[src/rtl/fifo_p1o3_reader_pkg.sv]
// Shared definitions for the pop-1/out-3 FIFO reader: state encoding and window packing.
// Also used by fifo_p1o3 and the PE array so all three agree on window layout.
package fifo_p1o3_reader_pkg;

   localparam int NUM_RDATA   = 3;
   localparam int NUM_DISCARD = 2;
   localparam int MIN_ROW_LEN = 3;

   typedef enum logic [1:0] {
      ST_IDLE  = 2'd0,
      ST_WIN   = 2'd1,
      ST_FLUSH = 2'd2,
      ST_DRAIN = 2'd3
   } rd_state_e;

   // Width of one packed window {w2,w1,w0}.
   function automatic int win_bits(input int dat_width);
      return dat_width * NUM_RDATA;
   endfunction

endpackage

[src/rtl/fifo_p1o3_reader_skid.sv]
// Two-entry valid/ready buffer with registered outputs, plus its overflow checker.
// Entry 0 (head) drives the output; entry 1 (skid) holds a word that arrives during a stall.
module win_skid_buf2 #(
   parameter int WIDTH = 25
) (
   input  logic             clk,
   input  logic             rst,
   input  logic [WIDTH-1:0] in_data,
   input  logic             in_push,
   output logic [WIDTH-1:0] out_data,
   output logic             out_vld,
   input  logic             out_rdy,
   output logic [1:0]       occ
);

   logic [WIDTH-1:0] head_r;
   logic [WIDTH-1:0] skid_r;
   logic [1:0]       occ_r;
   logic             pop_s;

   assign pop_s    = out_vld && out_rdy;
   assign out_data = head_r;
   assign out_vld  = (occ_r != 2'd0);
   assign occ      = occ_r;

   // Occupancy-driven push/pop; head always holds the oldest entry.
   always_ff @(posedge clk) begin
      if (rst) begin
         head_r <= {WIDTH{1'b0}};
         skid_r <= {WIDTH{1'b0}};
         occ_r  <= 2'd0;
      end else begin
         case (occ_r)
            2'd0: begin
               if (in_push) begin
                  head_r <= in_data;
                  occ_r  <= 2'd1;
               end
            end
            2'd1: begin
               if (in_push && pop_s) begin
                  head_r <= in_data;
               end else if (in_push) begin
                  skid_r <= in_data;
                  occ_r  <= 2'd2;
               end else if (pop_s) begin
                  occ_r  <= 2'd0;
               end
            end
            2'd2: begin
               if (pop_s) begin
                  head_r <= skid_r;
                  if (in_push) begin
                     skid_r <= in_data;
                  end else begin
                     occ_r  <= 2'd1;
                  end
               end
            end
            default: occ_r <= 2'd0;
         endcase
      end
   end

   win_skid_buf2_chk u_chk (
      .clk     (clk),
      .rst     (rst),
      .in_push (in_push),
      .occ     (occ_r)
   );

endmodule

module win_skid_buf2_chk (
   input logic       clk,
   input logic       rst,
   input logic       in_push,
   input logic [1:0] occ
);

   // The upstream credit rule must never let a capture land on a full buffer.
   always_ff @(posedge clk) begin
      if (!rst) begin
         assert (!(in_push && (occ == 2'd2)))
            else $error("win_skid_buf2: capture while buffer full");
      end
   end

endmodule

[src/rtl/fifo_p1o3_reader.sv]
// Consumer side of the pop-1/out-3 FIFO: issues window and row-tail discard pops,
// tags each pop in flight, and presents windows through a 2-entry valid/ready buffer.
module fifo_p1o3_reader
   import fifo_p1o3_reader_pkg::*;
#(
   parameter int DAT_WIDTH     = 8,
   parameter int FF_ADDR_WIDTH = 3,
   parameter int LEN_WIDTH     = 8
) (
   input  logic                           clk,
   input  logic                           rst,
   input  logic                           start,
   input  logic [LEN_WIDTH-1:0]           row_len,
   input  logic [LEN_WIDTH-1:0]           num_rows,
   output logic                           ff_rd_req,
   input  logic [DAT_WIDTH*NUM_RDATA-1:0] ff_rd_data,
   input  logic                           ff_rd_data_vld,
   input  logic [FF_ADDR_WIDTH:0]         ff_data_counter,
   output logic [DAT_WIDTH*NUM_RDATA-1:0] win_data,
   output logic                           win_vld,
   input  logic                           win_rdy,
   output logic                           win_last,
   output logic                           busy,
   output logic                           done,
   output logic                           cfg_err
);

   localparam int WIN_W = win_bits(DAT_WIDTH);
   localparam int CNT_W = FF_ADDR_WIDTH + 1;
   localparam logic [CNT_W-1:0]     CNT_WIN    = CNT_W'(NUM_RDATA);
   localparam logic [CNT_W-1:0]     CNT_ZERO   = {CNT_W{1'b0}};
   localparam logic [LEN_WIDTH-1:0] LEN_MIN    = LEN_WIDTH'(MIN_ROW_LEN);
   localparam logic [LEN_WIDTH-1:0] LEN_ONE    = LEN_WIDTH'(1);
   localparam logic [LEN_WIDTH-1:0] LEN_ZERO   = {LEN_WIDTH{1'b0}};
   localparam logic [LEN_WIDTH-1:0] FLUSH_LAST = LEN_WIDTH'(NUM_DISCARD - 1);

   rd_state_e            state_r;
   logic [LEN_WIDTH-1:0] row_len_r;
   logic [LEN_WIDTH-1:0] num_rows_r;
   logic [LEN_WIDTH-1:0] pop_cnt_r;
   logic [LEN_WIDTH-1:0] row_cnt_r;
   logic                 tag_vld_r;
   logic                 tag_disc_r;
   logic                 tag_last_r;
   logic                 busy_r;
   logic                 done_r;
   logic                 cfg_err_r;

   logic                 rd_req_s;
   logic                 credit_s;
   logic                 win_end_s;
   logic                 flush_end_s;
   logic                 rows_end_s;
   logic                 capture_s;
   logic [1:0]           buf_occ_s;
   logic [WIN_W:0]       buf_out_s;

   assign win_end_s   = (pop_cnt_r == (row_len_r - LEN_MIN));
   assign flush_end_s = (pop_cnt_r == FLUSH_LAST);
   assign rows_end_s  = (row_cnt_r == (num_rows_r - LEN_ONE));
   // A pop still in flight already owns a buffer slot.
   assign credit_s    = (({1'b0, buf_occ_s} + {2'b00, tag_vld_r}) < 3'd2);
   assign capture_s   = ff_rd_data_vld && tag_vld_r && !tag_disc_r;

   // Pop request decode; must drop immediately while reset is held.
   always_comb begin
      rd_req_s = 1'b0;
      if (rst) begin
         rd_req_s = 1'b0;
      end else begin
         case (state_r)
            ST_WIN:   rd_req_s = (ff_data_counter >= CNT_WIN) && credit_s;
            ST_FLUSH: rd_req_s = (ff_data_counter != CNT_ZERO);
            default:  rd_req_s = 1'b0;
         endcase
      end
   end

   // Job FSM, pop/row counters, in-flight tag and status pulses.
   always_ff @(posedge clk) begin
      if (rst) begin
         state_r    <= ST_IDLE;
         row_len_r  <= LEN_ZERO;
         num_rows_r <= LEN_ZERO;
         pop_cnt_r  <= LEN_ZERO;
         row_cnt_r  <= LEN_ZERO;
         tag_vld_r  <= 1'b0;
         tag_disc_r <= 1'b0;
         tag_last_r <= 1'b0;
         busy_r     <= 1'b0;
         done_r     <= 1'b0;
         cfg_err_r  <= 1'b0;
      end else begin
         done_r     <= 1'b0;
         cfg_err_r  <= 1'b0;
         tag_vld_r  <= rd_req_s;
         tag_disc_r <= (state_r == ST_FLUSH);
         tag_last_r <= (state_r == ST_WIN) && win_end_s;
         case (state_r)
            ST_IDLE: begin
               if (start) begin
                  if ((row_len < LEN_MIN) || (num_rows == LEN_ZERO)) begin
                     cfg_err_r <= 1'b1;
                  end else begin
                     row_len_r  <= row_len;
                     num_rows_r <= num_rows;
                     pop_cnt_r  <= LEN_ZERO;
                     row_cnt_r  <= LEN_ZERO;
                     busy_r     <= 1'b1;
                     state_r    <= ST_WIN;
                  end
               end
            end
            ST_WIN: begin
               if (rd_req_s) begin
                  if (win_end_s) begin
                     pop_cnt_r <= LEN_ZERO;
                     state_r   <= ST_FLUSH;
                  end else begin
                     pop_cnt_r <= pop_cnt_r + LEN_ONE;
                  end
               end
            end
            ST_FLUSH: begin
               if (rd_req_s) begin
                  if (flush_end_s) begin
                     pop_cnt_r <= LEN_ZERO;
                     if (rows_end_s) begin
                        state_r <= ST_DRAIN;
                     end else begin
                        row_cnt_r <= row_cnt_r + LEN_ONE;
                        state_r   <= ST_WIN;
                     end
                  end else begin
                     pop_cnt_r <= pop_cnt_r + LEN_ONE;
                  end
               end
            end
            ST_DRAIN: begin
               if ((buf_occ_s == 2'd0) && !tag_vld_r) begin
                  busy_r  <= 1'b0;
                  done_r  <= 1'b1;
                  state_r <= ST_IDLE;
               end
            end
            default: begin
               busy_r  <= 1'b0;
               state_r <= ST_IDLE;
            end
         endcase
      end
   end

   win_skid_buf2 #(
      .WIDTH (WIN_W + 1)
   ) u_buf (
      .clk      (clk),
      .rst      (rst),
      .in_data  ({tag_last_r, ff_rd_data}),
      .in_push  (capture_s),
      .out_data (buf_out_s),
      .out_vld  (win_vld),
      .out_rdy  (win_rdy),
      .occ      (buf_occ_s)
   );

   assign ff_rd_req = rd_req_s;
   assign win_data  = buf_out_s[WIN_W-1:0];
   assign win_last  = buf_out_s[WIN_W];
   assign busy      = busy_r;
   assign done      = done_r;
   assign cfg_err   = cfg_err_r;

endmodule
[config.mk]
export PLATFORM = sky130hd
export DESIGN_NAME = fifo_p1o3_reader
export DESIGN_NICKNAME = d
export VERILOG_FILES = /design/src/rtl/fifo_p1o3_reader_pkg.sv /design/src/rtl/fifo_p1o3_reader_skid.sv /design/src/rtl/fifo_p1o3_reader.sv
export SDC_FILE = /design/constraint.sdc
export NUM_CORES = 1
export LEC_CHECK = 0
export CAP_MARGIN = 20
export CELL_PAD_IN_SITES_DETAIL_PLACEMENT = 1
export CELL_PAD_IN_SITES_GLOBAL_PLACEMENT = 2
export CORE_ASPECT_RATIO = 0.9
export CORE_MARGIN = 8
export CORE_UTILIZATION = 32
export DETAILED_ROUTE_END_ITERATION = 12
export GPL_TIMING_DRIVEN = 0
export PLACE_DENSITY = 0.76
export SLEW_MARGIN = 5
export SYNTH_ARGS = -nofsm -noshare
export SYNTH_HDL_FRONTEND = slang
export SYNTH_SLANG_ARGS = --single-unit
export TNS_END_PERCENT = 5
[constraint.sdc]
create_clock -name clk -period 3.5 [get_ports clk]
set_input_delay 0.875 -clock clk [delete_from_list [all_inputs] [get_ports clk]]
set_output_delay 0.875 -clock clk [all_outputs]
set_load 0.01 [all_outputs]
==> run_results.csv <==
group,metric,value,unit
place,gp_congestion,0.774,
sta,setup_tns,0,ns
detailed_routing,drtAntennaViolNets,0,
finish,syn_to_final_growth,29.3,%
synthesis,synth-main-ff-cell,"dfxtp_1",
sta,hold_viol_final,0,
synthesis,synth-adder-area-share,0.0265,
die,rows,41,
die,die_h,130,um
detailed_routing,drt_iter0_markers,180,
detailed_routing,drc_errors,0,
synthesis,synth_top_area_share,0.398,
synthesis,netlist_top_cells_area,"dfxtp_1 40%, mux2i_1 14%, nor2_1 6.5%",
sta,worst_pin_slew,0.925,ns
place,pre_cts_slack,-0.0226,ns
detailed_routing,vias_per_cell,5.07,
detailed_routing,vias,4048,
synthesis,ys_seq_area_frac,0.398,
grt,gr-total-overflow,0,
worst_setup_path,worstPathRequired,2.62,ns
clock_tree,cts_sinks,92,
sta,max_freq,297,MHz
clock_tree,post-cts-setup-buffers,0,
clock_tree,cts_root_buf,"clkbuf_16",
sta,fin_skew,0.00668,ns
sta,fin_ws,0.133,ns
worst_setup_path,crit_type,"in -> out",
die,die_w,143,um
synthesis,syn_nets,570,
sta,slew_violations,0,
synthesis,netlist_instances,512,
sta,final.min_clock_period,3.37,ns
place,hpwl,10.4,mm
sta,period_share,0.962,
sta,fin_hold_ws,0.494,ns
sta,setup_violations,0,
power,total_power,3.23,mW
synthesis,yosys.area.top_type,"dfxtp_1",
finish,final_common_cell,"dfxtp_1",
worst_setup_path,crit_fanout,6,
die,io_pins,79,
synthesis,syn_avg_cell_area,9.04,um2
worst_setup_path,worstSetupEndpointType,"primary output",
finish,nets,659,
synthesis,synthSimpleGateAreaFrac,0.195,
power,peakVddDrop,0.000236,V
clock_tree,cts.clk_slew.worst_paths,0.07,ns
power,leakage,2.25,nW
worst_setup_path,startpoint_type,"input port",
power,p_per_area,539,nW/um2
grt,grt_pass1_vias,4365,
synthesis,synth_area,4630,um2
grt,grt_pass1_wl,22.6,mm
synthesis,synth_enable_flop_cells,0,
die,initial_utilization,0.328,
sta,rsz0062_at_grt,"no",
finish,layout-drive-gt1-share,0.0611,
job,cap_violations,0,
synthesis,synth_xor_area_frac,0.0378,
worst_hold_path,min_path_type,"reg -> reg",
synthesis,synth.ff_latch_count,92,
synthesis,synth_top_family_by_area,"simple AND/OR/NAND/NOR gates",
synthesis,synth_mux_area_frac,0.141,
clock_tree,cts_made_buffers,9,
die,die_area,18600,um2
clock_tree,clock_path_buffers,2,
finish,diodes,0,
die,core-area,14100,um2
detailed_routing,wl,13.7,mm
clock_tree,insertion_delay,0.35,ns
synthesis,synth_compound_area_frac,0.154,
synthesis,synth_cell_types,61,
grt,antenna_found_initial,0,
detailed_routing,wl_per_cell,17.2,um
sta,slew_headroom,0.382,
clock_tree,htreeDepth,3,
grt,grt_max_degree,18,
worst_setup_path,cp.arrival,2.49,ns
place,portBuffers,78,
run_status,run_status,"completed",
synthesis,ys_async_sr_fraction,0,
grt,track_usage,0.154,
detailed_routing,drtPass1Iterations,4,
finish,mostFrequentLayoutCells,"92 x dfxtp_1, 80 x nor2_1, 78 x clkdlybuf4s50_1",
synthesis,yosysWarnings,0,
clock_tree,cts_tree,"yes",
==> synthesized netlist by cell type, types with 6 or more instances <==
cell type and n:
inv_1 21, mux2i_1 65, nand2b_1 8, nor4_1 8, xor2_1 10, nand2_1 19, nor3_1 13, dfxtp_1 92
a211oi_1 29, clkbuf_1 24, ha_1 9, nand3_1 11, xnor2_1 10, nor2_1 80, a21oi_1 16, a221oi_1 6
==> registers in the layout (all words and copies together), names as in the netlist <==
register,cells
u_buf.out_data,25
u_buf.skid_r,25
num_rows_r,8
pop_cnt_r,8
row_cnt_r,8
row_len_r,8
state_r,2
u_buf.occ,2
busy,1
cfg_err,1
done,1
tag_disc_r,1
tag_last_r,1
tag_vld_r,1
==> critical path, cell delays in order <==
cell             delay [ns]
clkdlybuf4s50_1        0.52
nand2b_2               0.31
nor3_1                 0.22
clkdlybuf4s50_1        0.57
==> path summary, 6_finish.rpt <==
| kind | to | cells after the start | slack (ns) | startpoint |
|---|---|---|---|---|
| max | ff_rd_req | 4 | 0.13 | rst |
| min | u_buf.skid_r[7] | 2 | 0.49 | u_buf.skid_r[7] |
| max reg2reg | pop_cnt_r[6] | 7 | 0.69 | pop_cnt_r[0] |
| min reg2reg | u_buf.skid_r[7] | 2 | 0.49 | u_buf.skid_r[7] |
==> layout make-up <==
cell class              count  area, um2
fillers                  1636       8120
multi-input cells         368       2560
flip-flops and latches     92       1840
repair buffers             78        781
well taps                 193        241
clock buffers               9        225
plain buffers              31        150
clock inverters             7        106
inverters                  21       78.8
==> logic make-up after synthesis <==
family / after synthesis
compound gates: 95
simple gates: 178
flops: 92
xor+xnor: 20
fa+ha+maj: 10
buf+inv: 52
mux: 65
==> report_power, final <==
group,total [mW],switching (mW),internal [mW]
combinational,0.936,0.521,0.415
sequential,1.19,0.0730,1.12
clock,1.10,0.457,0.640
total,3.23,1.05,2.18
==> per-stage QoR <==
| stage | cell area [um2] | util | std cells |
|---|---|---|---|
| 3_5_place_dp | 5650 | 0.401 | 783 |
| 4_1_cts | 5980 | 0.424 | 799 |
| 5_1_grt | 5990 | 0.424 | 799 |
| 6_report | 5990 | 0.424 | 799 |
| 2_1_floorplan | 4630 | - | 512 |
| 3_3_place_gp | 5650 | 0.401 | 783 |
==> what timing repair did <==
action / 4_1_cts / 5_1_grt
resized for setup: 0 / 3
setup endpoints to repair: 0 / 1
hold buffers: 0 / 0
==> per-layer routing <==
metal / track usage / wire length, um
met1: 0.197 / 6740
met2: 0.253 / 6440
met3: 0.0329 / 367
met4: 0.0512 / 206
met5: 0 / 0
(Power assumes the default switching activity.)
